[config.mk]
export PLATFORM = sky130hd
export DESIGN_NAME = s100_bus_decoder
export DESIGN_NICKNAME = d
export VERILOG_FILES = /design/src/rtl/s100_bus_decoder.sv
export SDC_FILE = /design/constraint.sdc
export NUM_CORES = 1
export LEC_CHECK = 0
export BUFFER_PORTS_ARGS = -buffer_cell sky130_fd_sc_hd__buf_2
export CORE_ASPECT_RATIO = 0.8
export CORE_UTILIZATION = 39
export DETAILED_ROUTE_END_ITERATION = 8
export GPL_ROUTABILITY_DRIVEN = 0
export PLACE_DENSITY = 0.85
export REMOVE_ABC_BUFFERS = 1
export SETUP_SLACK_MARGIN = 0.5
export SYNTH_ARGS = -nofsm -noshare
export SYNTH_HDL_FRONTEND = slang
export SYNTH_SLANG_ARGS = --single-unit
[constraint.sdc]
create_clock -name clk -period 2.6 [get_ports clk]
set_input_delay 0.52 -clock clk [delete_from_list [all_inputs] [get_ports clk]]
set_output_delay 0.52 -clock clk [all_outputs]
set_load 0.02 [all_outputs]
[src/rtl/s100_bus_decoder.sv]
// s100_bus_decoder
//   System bus decoder that sits between an i8080 core and its memory and I/O
//   slaves. It latches the status byte on sync, decodes NMEM memory windows
//   on addr[15:8] and NIO I/O windows on addr[7:0], muxes slave read data
//   onto idata, inserts per-window wait states through ready, and answers
//   interrupt acknowledge with INTA_OP.
//
//   Optional feature: define S100_BUS_DECODER_BOOT_EN to compile in the
//   turn-key boot overlay. It returns JMP BOOT_ADDR (C3, lo, hi) on the
//   first three memory reads after reset. Without the macro, boot_active is
//   tied to 0.
//
// Ports
//   clk          system clock, rising edge
//   reset        synchronous active-low reset
//   addr         CPU address
//   odata        CPU data out (status byte while sync=1)
//   sync         status strobe
//   rd           CPU read strobe, active high
//   wr_n         CPU write strobe, active low
//   mem_rdata    packed NMEM x 8 memory read data
//   io_rdata     packed NIO x 8 I/O read data
//   idata        CPU data in
//   ready        0 = wait state
//   mem_rd/we    one-hot memory strobes
//   io_rd/we     one-hot I/O strobes
//   status       latched status byte
//   boot_active  boot overlay in effect
//
// Wait FSM
//   state  | meaning
//   W_IDLE | ready=1, waiting for an armed access to start
//   W_WAIT | ready=0, cnt counts the remaining wait clks
//
// Boot FSM (S100_BUS_DECODER_BOOT_EN only)
//   state  | meaning
//   B_OP   | next memory read returns the JMP opcode C3
//   B_LO   | next memory read returns BOOT_ADDR[7:0]
//   B_HI   | next memory read returns BOOT_ADDR[15:8]
//   B_DONE | overlay finished, normal decode
module s100_bus_decoder #(
  parameter int                NMEM      = 4,
  parameter int                NIO       = 2,
  parameter logic [NMEM*8-1:0] MEM_BASE  = {8'hFD, 8'hFB, 8'h20, 8'h00},
  parameter logic [NMEM*8-1:0] MEM_MASK  = {8'hFF, 8'hFF, 8'hE0, 8'hE0},
  parameter logic [NMEM-1:0]   MEM_RO    = 4'b1000,
  parameter logic [NMEM*4-1:0] MEM_WAIT  = 16'h0000,
  parameter logic [NIO*8-1:0]  IO_BASE   = {8'h10, 8'h00},
  parameter logic [NIO*8-1:0]  IO_MASK   = {8'hFE, 8'hFE},
  parameter logic [15:0]       BOOT_ADDR = 16'hFD00,
  parameter logic [7:0]        INTA_OP   = 8'hFF
) (
  input  logic              clk,
  input  logic              reset,
  input  logic [15:0]       addr,
  input  logic [7:0]        odata,
  input  logic              sync,
  input  logic              rd,
  input  logic              wr_n,
  input  logic [NMEM*8-1:0] mem_rdata,
  input  logic [NIO*8-1:0]  io_rdata,
  output logic [7:0]        idata,
  output logic              ready,
  output logic [NMEM-1:0]   mem_rd,
  output logic [NMEM-1:0]   mem_we,
  output logic [NIO-1:0]    io_rd,
  output logic [NIO-1:0]    io_we,
  output logic [7:0]        status,
  output logic              boot_active
);

  typedef enum logic {W_IDLE, W_WAIT} wstate_t;

  logic [7:0] status_q, status_d;
  logic       armed_q, armed_d;
  logic [3:0] cnt_q, cnt_d;
  wstate_t    wstate_q, wstate_d;

  logic st_inta, st_out, st_inp, st_mem;
  logic [7:0] boot_byte;

  assign st_inta = status_q[0];
  assign st_out  = status_q[4];
  assign st_inp  = status_q[6];
  assign st_mem  = ~(status_q[6] | status_q[4] | status_q[0]);

  // Address decode. Loops run high-to-low so the lowest window wins overlaps.
  logic [NMEM-1:0] mem_sel;
  logic            mem_any;
  logic [7:0]      mem_rdsel;
  logic            mem_ro_sel;
  logic [3:0]      mem_wait_sel;
  logic [NIO-1:0]  io_sel;
  logic            io_any;
  logic [7:0]      io_rdsel;

  always_comb begin
    mem_sel      = '0;
    mem_any      = 1'b0;
    mem_rdsel    = 8'h00;
    mem_ro_sel   = 1'b0;
    mem_wait_sel = 4'd0;
    for (int k = NMEM - 1; k >= 0; k--) begin
      if ((addr[15:8] & MEM_MASK[8*k +: 8]) == (MEM_BASE[8*k +: 8] & MEM_MASK[8*k +: 8])) begin
        mem_sel      = '0;
        mem_sel[k]   = 1'b1;
        mem_any      = 1'b1;
        mem_rdsel    = mem_rdata[8*k +: 8];
        mem_ro_sel   = MEM_RO[k];
        mem_wait_sel = MEM_WAIT[4*k +: 4];
      end
    end
  end

  always_comb begin
    io_sel   = '0;
    io_any   = 1'b0;
    io_rdsel = 8'h00;
    for (int j = NIO - 1; j >= 0; j--) begin
      if ((addr[7:0] & IO_MASK[8*j +: 8]) == (IO_BASE[8*j +: 8] & IO_MASK[8*j +: 8])) begin
        io_sel    = '0;
        io_sel[j] = 1'b1;
        io_any    = 1'b1;
        io_rdsel  = io_rdata[8*j +: 8];
      end
    end
  end

  assign ready = (wstate_q == W_IDLE);

  // Read path, highest priority first.
  always_comb begin
    idata  = 8'hFF;
    mem_rd = '0;
    io_rd  = '0;
    if (st_inta) begin
      idata = INTA_OP;
    end else if (boot_active) begin
      idata = boot_byte;
    end else if (st_inp) begin
      if (io_any) begin
        io_rd = io_sel & {NIO{rd}};
        idata = io_rdsel;
      end
    end else if (st_mem && mem_any) begin
      mem_rd = mem_sel & {NMEM{rd}};
      idata  = mem_rdsel;
    end
  end

  // Write strobes are gated by ready so a slave sees them only on ready clks.
  assign io_we  = (st_out && io_any && !wr_n && ready) ? io_sel : '0;
  assign mem_we = (st_mem && mem_any && !mem_ro_sel && !wr_n && ready) ? mem_sel : '0;

  // Wait FSM. A sync in the same clk as the access start keeps the flag set.
  always_comb begin
    wstate_d = wstate_q;
    cnt_d    = cnt_q;
    armed_d  = armed_q;
    status_d = sync ? odata : status_q;
    case (wstate_q)
      W_IDLE: begin
        if (armed_q && (rd || !wr_n)) begin
          armed_d = 1'b0;
          if (st_mem && !boot_active && mem_any && (mem_wait_sel != 4'd0)) begin
            cnt_d    = mem_wait_sel;
            wstate_d = W_WAIT;
          end
        end
      end
      W_WAIT: begin
        cnt_d = cnt_q - 4'd1;
        if (cnt_q == 4'd1) wstate_d = W_IDLE;
      end
      default: wstate_d = W_IDLE;
    endcase
    if (sync) armed_d = 1'b1;
  end

  always_ff @(posedge clk) begin
    if (!reset) begin
      status_q <= 8'h00;
      armed_q  <= 1'b0;
      cnt_q    <= 4'd0;
      wstate_q <= W_IDLE;
    end else begin
      status_q <= status_d;
      armed_q  <= armed_d;
      cnt_q    <= cnt_d;
      wstate_q <= wstate_d;
    end
  end

  assign status = status_q;

`ifdef S100_BUS_DECODER_BOOT_EN
  typedef enum logic [1:0] {B_OP, B_LO, B_HI, B_DONE} bstate_t;

  bstate_t boot_q, boot_d;
  logic    rd_q;

  // A memory read completes on the clk where rd falls.
  always_comb begin
    boot_d = boot_q;
    if (rd_q && !rd && st_mem) begin
      case (boot_q)
        B_OP:    boot_d = B_LO;
        B_LO:    boot_d = B_HI;
        B_HI:    boot_d = B_DONE;
        default: boot_d = boot_q;
      endcase
    end
  end

  always_comb begin
    case (boot_q)
      B_OP:    boot_byte = 8'hC3;
      B_LO:    boot_byte = BOOT_ADDR[7:0];
      B_HI:    boot_byte = BOOT_ADDR[15:8];
      default: boot_byte = 8'hFF;
    endcase
  end

  always_ff @(posedge clk) begin
    if (!reset) begin
      boot_q <= B_OP;
      rd_q   <= 1'b0;
    end else begin
      boot_q <= boot_d;
      rd_q   <= rd;
    end
  end

  assign boot_active = (boot_q != B_DONE);
`else
  // Never selected: boot_active is tied low in this build.
  assign boot_byte   = BOOT_ADDR[7:0];
  assign boot_active = 1'b0;
`endif

endmodule

# Yosys cells after proc, flatten, opt, wreduce, memory -nomap -nowiden
# Cells that the tools add are included.
# word_totals
ff_bits	13
input_bits	77
output_inout_bits	30
# op_classes
add_sub_neg	1
n_eq_ne	5
mux	36
bitwise_logic	6
reduce_logical	11
# op_table
operator	n
2-to-1 mux 8 bit	10
2-to-1 mux 4 bit	9
== test 8 bit (second input constant)	2
logical NOT 8 bit	2
2-to-1 mux 2 bit	6
2-to-1 mux 1 bit	10
== test 7 x 4 -> 1 bit (second input constant)	1
logical AND 1 bit	7
AND 4 bit	1
== test 4 x 1 -> 1 bit (second input constant)	1
subtractor 4 x 1 -> 4 bit (second input constant)	1
== test 3 x 1 -> 1 bit (second input constant)	1
AND 2 bit	1
logical NOT 1 bit	2
NOT 1 bit	2
bitwise OR 1 bit	2
one-hot mux 1 bit (2 select lines)	1

# Longest topological paths before layout
# Gate-level depths: netlist (run 1).
# depth
word_depth	10
ltp_mapped	5
mapped_depth_nobuf	5

# Least setup slack after synthesis (run 1)
# No wires, ideal clock.
# synth_path
path_type	input-to-output
startpoint	input addr[3]
endpoint	output io_rd[1]
arrival_time_ps	1843
t_required_ps	2080
path_slack_ps	237
stages	4
path_buffers	0
cell_sequence	or4_4 > nor3_4 > nand3b_4 > nor3_1
# synth_via
elab_chain_cells	7
# synth_lines
item	line_no	text
start: declaration	55	input logic [15:0] addr,
== test 7 x 4 -> 1 bit	120	if ((addr[7:0] & IO_MASK[8*j +: 8]) == (IO_BASE[8*j +: 8] & IO_MASK[8*j +: 8])) begin
2-to-1 mux 2 bit (2 in a row)	120	
AND 2 bit	142	io_rd = io_sel & {NIO{rd}};
2-to-1 mux 2 bit *	141	if (io_any) begin
2-to-1 mux 2 bit *	140	end else if (st_inp) begin
2-to-1 mux 2 bit *	136	if (st_inta) begin
end: declaration	66	output logic [NIO-1:0] io_rd,
# Every way passes the cells marked *; elsewhere a longest branch is shown, timed or not.

# Worst setup path after layout (run 1)
# layout_path
startpoint	input addr[3]
endpoint	output idata[1]
# layout_via
elab_chain_cells	6
# layout_lines
item	line_no	text
== test 7 x 4 -> 1 bit	120	
2-to-1 mux 8 bit / 2-to-1 mux 1 bit (equally long branches) (2 in a row)	120	
2-to-1 mux 8 bit *	141	
2-to-1 mux 8 bit *	140	
2-to-1 mux 8 bit *	136	
end: declaration	62	output logic [7:0] idata,
# Marked as above.

==> flow_summary.yaml, run 1 <==
global_route:
  overflow: 0
  grt_max_degree: 14
  grt_pass1_vias: 1260
  grt_pass1_wl_mm: 5.08
  antenna_found_initial: 0
  track_usage: 0.219
synth:
  ys_warn_count: 0
  ys_ff_latch: 13
  yosys-top-cells-area: "dfxtp_1, mux2i_1, mux2_2"
  syn-cell-area_um2: 1120
  yosys.area.top_type: "dfxtp_1"
  ys.flop_type: "dfxtp_1"
  async_reset_ff_frac: 0
  synth_top_area_frac: 0.233
  syn-instance-count: 131
  yosysSeqAreaShare: 0.233
  synth_edf_count: 0
  ys_types: 33
  syn_avg_cell_area_um2: 8.54
cts:
  clkTransAtPathRegs_ns: 0.07
  root_buffer: "clkbuf_4"
  cts_htree_levels: 1
  ctsHoldBuffers: 0
  clk_latency_ns: 0.27
  cts_buffers: 3
  clock_path_buffers: 2
  cts_tree: "built"
  clkSinkCount: 13
run:
  drv_cap: 0
power_and_ir_drop:
  power.switching_mw: 0.156
  leakage_nw: 0.901
  cellPowerDensity_nw_per_um2: 304
  intPower_mw: 0.362
  clkPwrFrac: 0.232
  seqPwrFrac: 0.408
  power_frac_comb: 0.360
  ir_drop_mv: 0.153
  swShare: 0.302
placement:
  dpl.hpwl_mm: 2.88
  port_buffers: 103
  place_inst: 263
final_layout:
  area_growth_pct: 52.3
  fillCellCount: 237
  finish.utilization: 0.660
  ff_latch_area_um2: 260
  multi_input_area_um2: 793
  drive_gt1_frac: 0.560
  finalNonFillerCells: 268
  n_antenna_cell: 0
  nNetsFinal: 312
routing:
  antenna_left: 0
  via_per_inst: 5.00
  wl_per_cell_um: 12.6
  totalWireLength_mm: 3.38
  num_vias: 1339
  drcViolationCount: 0
  drtIter0Drc: 40
  firstDrtPassIters: 4
critical_path:
  crit_fanout: 10
  arrival_ns: 1.86
  startpoint_type: "input port"
  path_class: "in2out"
  crit_required_ns: 2.08
  worst_setup_path_end_kind: "output pin"
outcome:
  status: "finished clean"
die:
  rows: 16
  ios: 107
  initial_core_util: 0.433
  die_h_um: 49.9
  core_um2: 2580
  dieArea_um2: 3090
  die_w_um: 61.9
timing:
  setup_viol: 0
  drv_slew: 0
  fin_crit_ns: 2.38
  fin_skew_ns: 0.000283
  rsz0062_at_grt: "yes"
  fin_crit_sh: 0.917
  tns_ns: 0
  hold_viol_final: 0
  fmax_mhz: 419
worst_hold_path:
  hold_path_class: "in2reg"
==> logic make-up (layout without fill, tap and decap cells) <==
kind of cell	after synthesis	count (layout)	synth area share
xor+xnor	3	3	0.0235
flops	13	13	0.233
mux	24	24	0.224
other cells	1	2	0.00335
buf+inv	17	117	0.0682
fa+ha+maj	2	2	0.0224
compound gates	28	28	0.194
simple gates	43	43	0.233
==> final timing paths <==
path / cells after the start / from / slack [ns] / end
setup / recovery: 6 / addr[3] / 0.22 / idata[1]
hold / removal: 3 / odata[5] / 0.50 / status[5]
setup reg to reg: 4 / wstate_q / 1.39 / cnt_q[3]
hold reg to reg: 2 / status[1] / 0.52 / status[1]
==> per-stage QoR <==
stage          setup WS [ns]  total power, mW  hold WS [ns]  cell area [um2]
3_5_place_dp           0.126            0.401         0.506             1650
2_1_floorplan          0.237            0.306         0.476             1070
5_1_grt                0.162            0.557         0.505             1700
3_3_place_gp           0.170            0.396         0.490             1650
6_report               0.216            0.518         0.504             1700
4_1_cts                0.210            0.528         0.496             1700
==> registers in the layout, summed over array words and instances (netlist names) <==
signal,flops
status,8
cnt_q,4
wstate_q,1
==> Yosys cell counts (3+ instances only) <==
| master | number |
|---|---|
| o22a_2 | 5 |
| clkbuf_1 | 5 |
| mux2_2 | 8 |
| o22ai_1 | 8 |
| and2_1 | 3 |
| nor2b_1 | 10 |
| dfxtp_1 | 13 |
| buf_2 | 4 |
| mux2i_1 | 16 |
| nor2_1 | 7 |
| a22oi_1 | 8 |
| o22a_1 | 3 |
| nand2_1 | 6 |
| nor3_1 | 7 |
| inv_1 | 6 |
==> power by group through the flow <==
stage	sequential (mW)	combinational, mW	clock [mW]
floorplan	0.225	0.0811	0
global placement	0.216	0.180	0
detailed placement	0.216	0.185	0
CTS	0.211	0.187	0.129
global route	0.213	0.203	0.141
finish	0.211	0.186	0.120
==> layout by cell type (no fill, tap or decap), types with 2 or more instances in the layout <==
cell | netlist | routed
o22a_1 | 3 | 3
xor2_1 | 2 | 2
buf_4 | 2 | 6
buf_2 | 4 | 100
a22oi_1 | 8 | 8
mux2_2 | 8 | 8
dfxtp_1 | 13 | 13
nor3_1 | 7 | 7
nor2_1 | 7 | 7
ha_1 | 2 | 2
and2_1 | 3 | 3
nor2b_1 | 10 | 9
inv_1 | 6 | 6
conb_1 | 1 | 2
mux2i_1 | 16 | 16
o22a_2 | 5 | 5
clkbuf_4 | 0 | 3
o22ai_1 | 8 | 8
nand2_1 | 6 | 6
==> metal layers <==
metal | vias up | wire (um) | track usage
li1 | 678 | - | -
met1 | 608 | 1380 | 0.253
met2 | 49 | 1810 | 0.394
met3 | 4 | 163 | 0.0499
met4 | 0 | 27 | 0.0593
met5 | - | 0 | 0
==> what timing repair did <==
| action | in CTS | in global routing |
|---|---|---|
| setup endpoints to repair | 12 | 17 |
| setup buffers | 1 | 0 |
| endpoints found under the hold margin | 0 | 0 |
| pin swaps | 3 | 0 |
| gates resized for setup | 5 | 0 |
==> area by class of cell <==
| class | count | share of cell area |
|---|---|---|
| Tap cell | 36 | 0.0264 |
| Timing Repair Buffer | 107 | 0.327 |
| Inverter | 6 | 0.0132 |
| Multi-Input combinational cell | 102 | 0.465 |
| Sequential cell | 13 | 0.153 |
| Clock buffer | 4 | 0.0154 |
==> worst max-delay path, cell delays in order <==
cell and delay (ns):
buf_6 0.09, or4_4 0.54, nor3_4 0.18, nand3b_4 0.17
o22a_2 0.21, buf_2 0.15
(Power assumes the default switching activity.)
==> run 2, diff against run 1 <==
GPL_TIMING_DRIVEN = 0   (was default)
==> flow_summary.yaml, run 2 (synthesized netlist as in run 1, its figures left out) <==
outcome:
  status: "finished clean"
critical_path:
  path_cells: "buf_6 -> or4_4 -> nor3_4 -> buf_4 -> buf_6 -> nand3_4 -> nor2_4 -> buf_6"
  worst_setup_path_end_kind: "output pin"
  critPathBufInv: 4
  crit_slowest_cell: "or4_4"
  cpPeakStageDelay_ns: 0.53
  path_class: "in2out"
  crit_required_ns: 2.08
  crit_fanout: 2
  rr_worst_depth: 4
  path_delay_family: "simple AND/OR/NAND/NOR gates"
  arrival_ns: 1.89
  cp.depth: 8
  startpoint_type: "input port"
  cpMostUsedCell: "buf_6"
routing:
  wl_met1_mm: 1.42
  wl_met3_um: 246
  via_per_inst: 5.19
  wl_per_cell_um: 13.4
  totalWireLength_mm: 3.57
  wl_met2_mm: 1.87
  drtIter0Drc: 94
  firstDrtPassIters: 4
  antenna_left: 0
  num_vias: 1380
  highest_layer: "met4"
  drcViolationCount: 0
placement:
  dpl_cell_area_um2: 1630
  place_inst: 260
  place_ws_ns: -0.0727
  dpl.hpwl_mm: 2.81
  port_buffers: 103
die:
  die_w_um: 61.9
  dieArea_um2: 3090
  ios: 107
  die_h_um: 49.9
  rows: 16
  core_um2: 2580
  initial_core_util: 0.433
timing:
  fin_skew_ns: 0.00317
  fin_crit_sh: 0.926
  hold_viol_final: 0
  fin_crit_ns: 2.41
  setup_viol: 0
  whs_ns: 0.500
  rsz0062_at_grt: "yes"
  drv_slew: 0
  setup_ws_ns: 0.191
  fmax_mhz: 415
final_layout:
  drive_gt1_frac: 0.587
  mostFrequentLayoutCell: "buf_2"
  finish.utilization: 0.681
  area_growth_pct: 57.2
  finalInstanceArea_um2: 1760
  largest_register_ffs: 8
  nNetsFinal: 310
  finalNonFillerCells: 266
  n_antenna_cell: 0
  most-common-layout-cells: "buf_2, mux2i_1, dfxtp_1"
cts:
  clock_path_buffers: 2
  cts_htree_levels: 1
  clkSinkCount: 13
  root_buffer: "clkbuf_4"
  ctsHoldBuffers: 0
  clk_latency_ns: 0.27
  clkTransAtPathRegs_ns: 0.08
  cts_tree: "built"
  cts_buffers: 3
power_and_ir_drop:
  power.switching_mw: 0.165
  seqPwrFrac: 0.402
  swShare: 0.313
  cellPowerDensity_nw_per_um2: 300
  clkPwrFrac: 0.235
  leakage_nw: 0.900
  ir_drop_mv: 0.207
  intPower_mw: 0.362
  power_frac_comb: 0.363
worst_hold_path:
  hold_path_class: "in2reg"
  whs_path_depth: 3
global_route:
  grt_max_degree: 14
  grt_pass1_wl_mm: 4.94
  track_usage: 0.212
  grt_pass1_vias: 1196
  overflow: 0
  antenna_found_initial: 0
run:
  drv_cap: 0
run 2: cell count changes in the layout (fill, tap and decap cells not counted), sizes merged:
| cell | delta |
|---|---|
| buf | -2 |
run 2: final cells by class:
type / instances / area (um2)
Clock buffer: 4 / 26.3
Fill cell: 216 / 825
Inverter: 6 / 22.5
Multi-Input combinational cell: 102 / 846
Sequential cell: 13 / 260
Tap cell: 36 / 45.0
Timing Repair Buffer: 105 / 558
run 2: path summary, 6_finish.rpt:
path | slack [ns] | start | to
hold reg to reg | 0.52 | status[1] | status[1]
setup reg to reg | 1.39 | wstate_q | cnt_q[3]
setup / recovery | 0.19 | addr[3] | io_we[0]
hold / removal | 0.50 | odata[3] | status[3]
run 2: per-layer routing:
| layer | vias to the layer above | GRT usage |
|---|---|---|
| met5 | - | 0 |
| met1 | 635 | 0.256 |
| li1 | 673 | - |
| met3 | 4 | 0.0499 |
| met4 | 0 | 0.0444 |
| met2 | 68 | 0.373 |
run 2: power by group through the flow:
stage | logic, mW | clock network, mW | registers, mW
2_1_floorplan | 0.0811 | 0 | 0.225
3_3_place_gp | 0.178 | 0 | 0.216
3_5_place_dp | 0.182 | 0 | 0.216
4_1_cts | 0.187 | 0.126 | 0.212
5_1_grt | 0.207 | 0.139 | 0.213
6_report | 0.191 | 0.124 | 0.212
run 2: through the flow:
stage	TNS, ns	total power, mW
final	0	0.527
after global routing	0	0.559
after CTS	0	0.525
after detailed placement	-0.471	0.398
after global placement	-0.430	0.394
after floorplan	0	0.306
run 2: timing repair:
item / 4_1_cts / 5_1_grt
setup buffers: 1 / 1
pin swaps: 2 / 0
resized for setup: 10 / 11
endpoints found under the setup margin: 15 / 17
run 2: tightest hold or removal path: stages:
cell	delay (ns)
buf_2	0.08
mux2i_1	0.05
nor2b_1	0.09
==> run 3, diff against run 2 <==
REMOVE_ABC_BUFFERS = default   (was 1)
==> flow_summary.yaml, run 3 (synthesized netlist as in run 1, its figures left out) <==
outcome:
  status: "finished clean"
timing:
  fin_crit_sh: 0.941
  setup_viol: 0
  tns_ns: 0
  fmax_mhz: 409
  rsz0062_at_grt: "yes"
  drv_slew: 0
  fin_crit_ns: 2.45
  setup_ws_ns: 0.154
  fin_skew_ns: 0.00314
  worst_pin_slew_ns: 0.590
  hold_viol_final: 0
  max-slew-margin-rel: 0.607
die:
  rows: 16
  ios: 107
  die_h_um: 49.9
  dieArea_um2: 3090
  core_um2: 2580
  die_w_um: 61.9
  initial_core_util: 0.433
routing:
  totalWireLength_mm: 3.44
  wl_per_cell_um: 12.5
  drcViolationCount: 0
  num_vias: 1380
  drtIter0Drc: 43
  antenna_left: 0
  via_per_inst: 5.02
  firstDrtPassIters: 4
global_route:
  grt_pass1_vias: 1294
  antenna_found_initial: 0
  overflow: 0
  gr-max-usage-layer: "met2"
  gr-usage-met2: 0.396
  track_usage: 0.225
  use_met1: 0.272
  grt_max_degree: 11
  grtUsageMet3: 0.0525
  grt_pass1_wl_mm: 5.35
power_and_ir_drop:
  cellPowerDensity_nw_per_um2: 297
  ir_drop_mv: 0.239
  power.switching_mw: 0.160
  swShare: 0.304
  clkPwrFrac: 0.229
  leakage_nw: 0.933
  seqPwrFrac: 0.404
  power_frac_comb: 0.367
  intPower_mw: 0.365
critical_path:
  crit_fanout: 10
  arrival_ns: 1.93
  path_class: "in2out"
  crit_required_ns: 2.08
  startpoint_type: "input port"
  worst_setup_path_end_kind: "output pin"
cts:
  cts_tree: "built"
  clkSinkCount: 13
  clkTransAtPathRegs_ns: 0.08
  cts_htree_levels: 1
  cts_buffers: 3
  root_buffer: "clkbuf_4"
  ctsHoldBuffers: 0
  clock_path_buffers: 2
  clk_latency_ns: 0.27
final_layout:
  drive_gt1_frac: 0.573
  n_antenna_cell: 0
  nNetsFinal: 319
  area_growth_pct: 57.9
  mostFrequentLayoutCell: "buf_2"
  most-common-layout-cells: "buf_2, mux2i_1, dfxtp_1"
  finalNonFillerCells: 275
  largest_register_ffs: 8
  finalInstanceArea_um2: 1770
  finish.utilization: 0.684
placement:
  place_ws_ns: 0.157
  port_buffers: 102
  dpl_cell_area_um2: 1710
  dpl.hpwl_mm: 2.95
  place_inst: 270
worst_hold_path:
  hold_path_class: "in2reg"
run:
  drv_cap: 0
run 3: cell type report:
cell class | count | area, um2
repair buffers | 103 | 529
flip-flops and latches | 13 | 260
well taps | 36 | 45.0
inverters | 6 | 22.5
clock buffers | 4 | 26.3
plain buffers | 11 | 56.3
fillers | 213 | 816
multi-input cells | 102 | 827
run 3: power groups by stage:
stage	combinational, mW	clock, mW	sequential (mW)
global route	0.212	0.136	0.213
global placement	0.187	0	0.216
detailed placement	0.191	0	0.216
floorplan	0.0975	0	0.225
CTS	0.193	0.126	0.212
finish	0.193	0.120	0.212
run 3: timing repair:
item	CTS	global route
endpoints found under the hold margin	0	0
endpoints found under the setup margin	12	19
pin swaps	1	0
gates cloned	0	0
buffers inserted	1	0
resized for setup	4	5
run 3: final timing paths:
kind	from	endpoint	slack (ns)	cells past startpoint
max	addr[3]	idata[1]	0.15	6
min	reset	status[2]	0.50	2
max reg2reg	wstate_q	cnt_q[3]	1.32	5
min reg2reg	cnt_q[1]	cnt_q[1]	0.51	1
run 3: per-layer routing:
layer | vias up | wire length (um) | share of wire
li1 | 695 | - | -
met1 | 633 | 1460 | 0.43
met2 | 50 | 1790 | 0.52
met3 | 2 | 176 | 0.051
met4 | 0 | 12 | 0.0035
met5 | - | 0 | 0
run 3: worst max-delay path, stage by stage:
cell	delay (ns)
buf_6	0.09
or4_4	0.53
nor3_4	0.20
nand3b_4	0.20
o22a_2	0.23
buf_2	0.16
run 3: per-stage QoR:
| stage | power, mW | hold WS [ns] |
|---|---|---|
| 2_1_floorplan | 0.322 | 0.476 |
| 3_3_place_gp | 0.403 | 0.495 |
| 3_5_place_dp | 0.407 | 0.497 |
| 4_1_cts | 0.531 | 0.491 |
| 5_1_grt | 0.561 | 0.514 |
| 6_report | 0.525 | 0.498 |
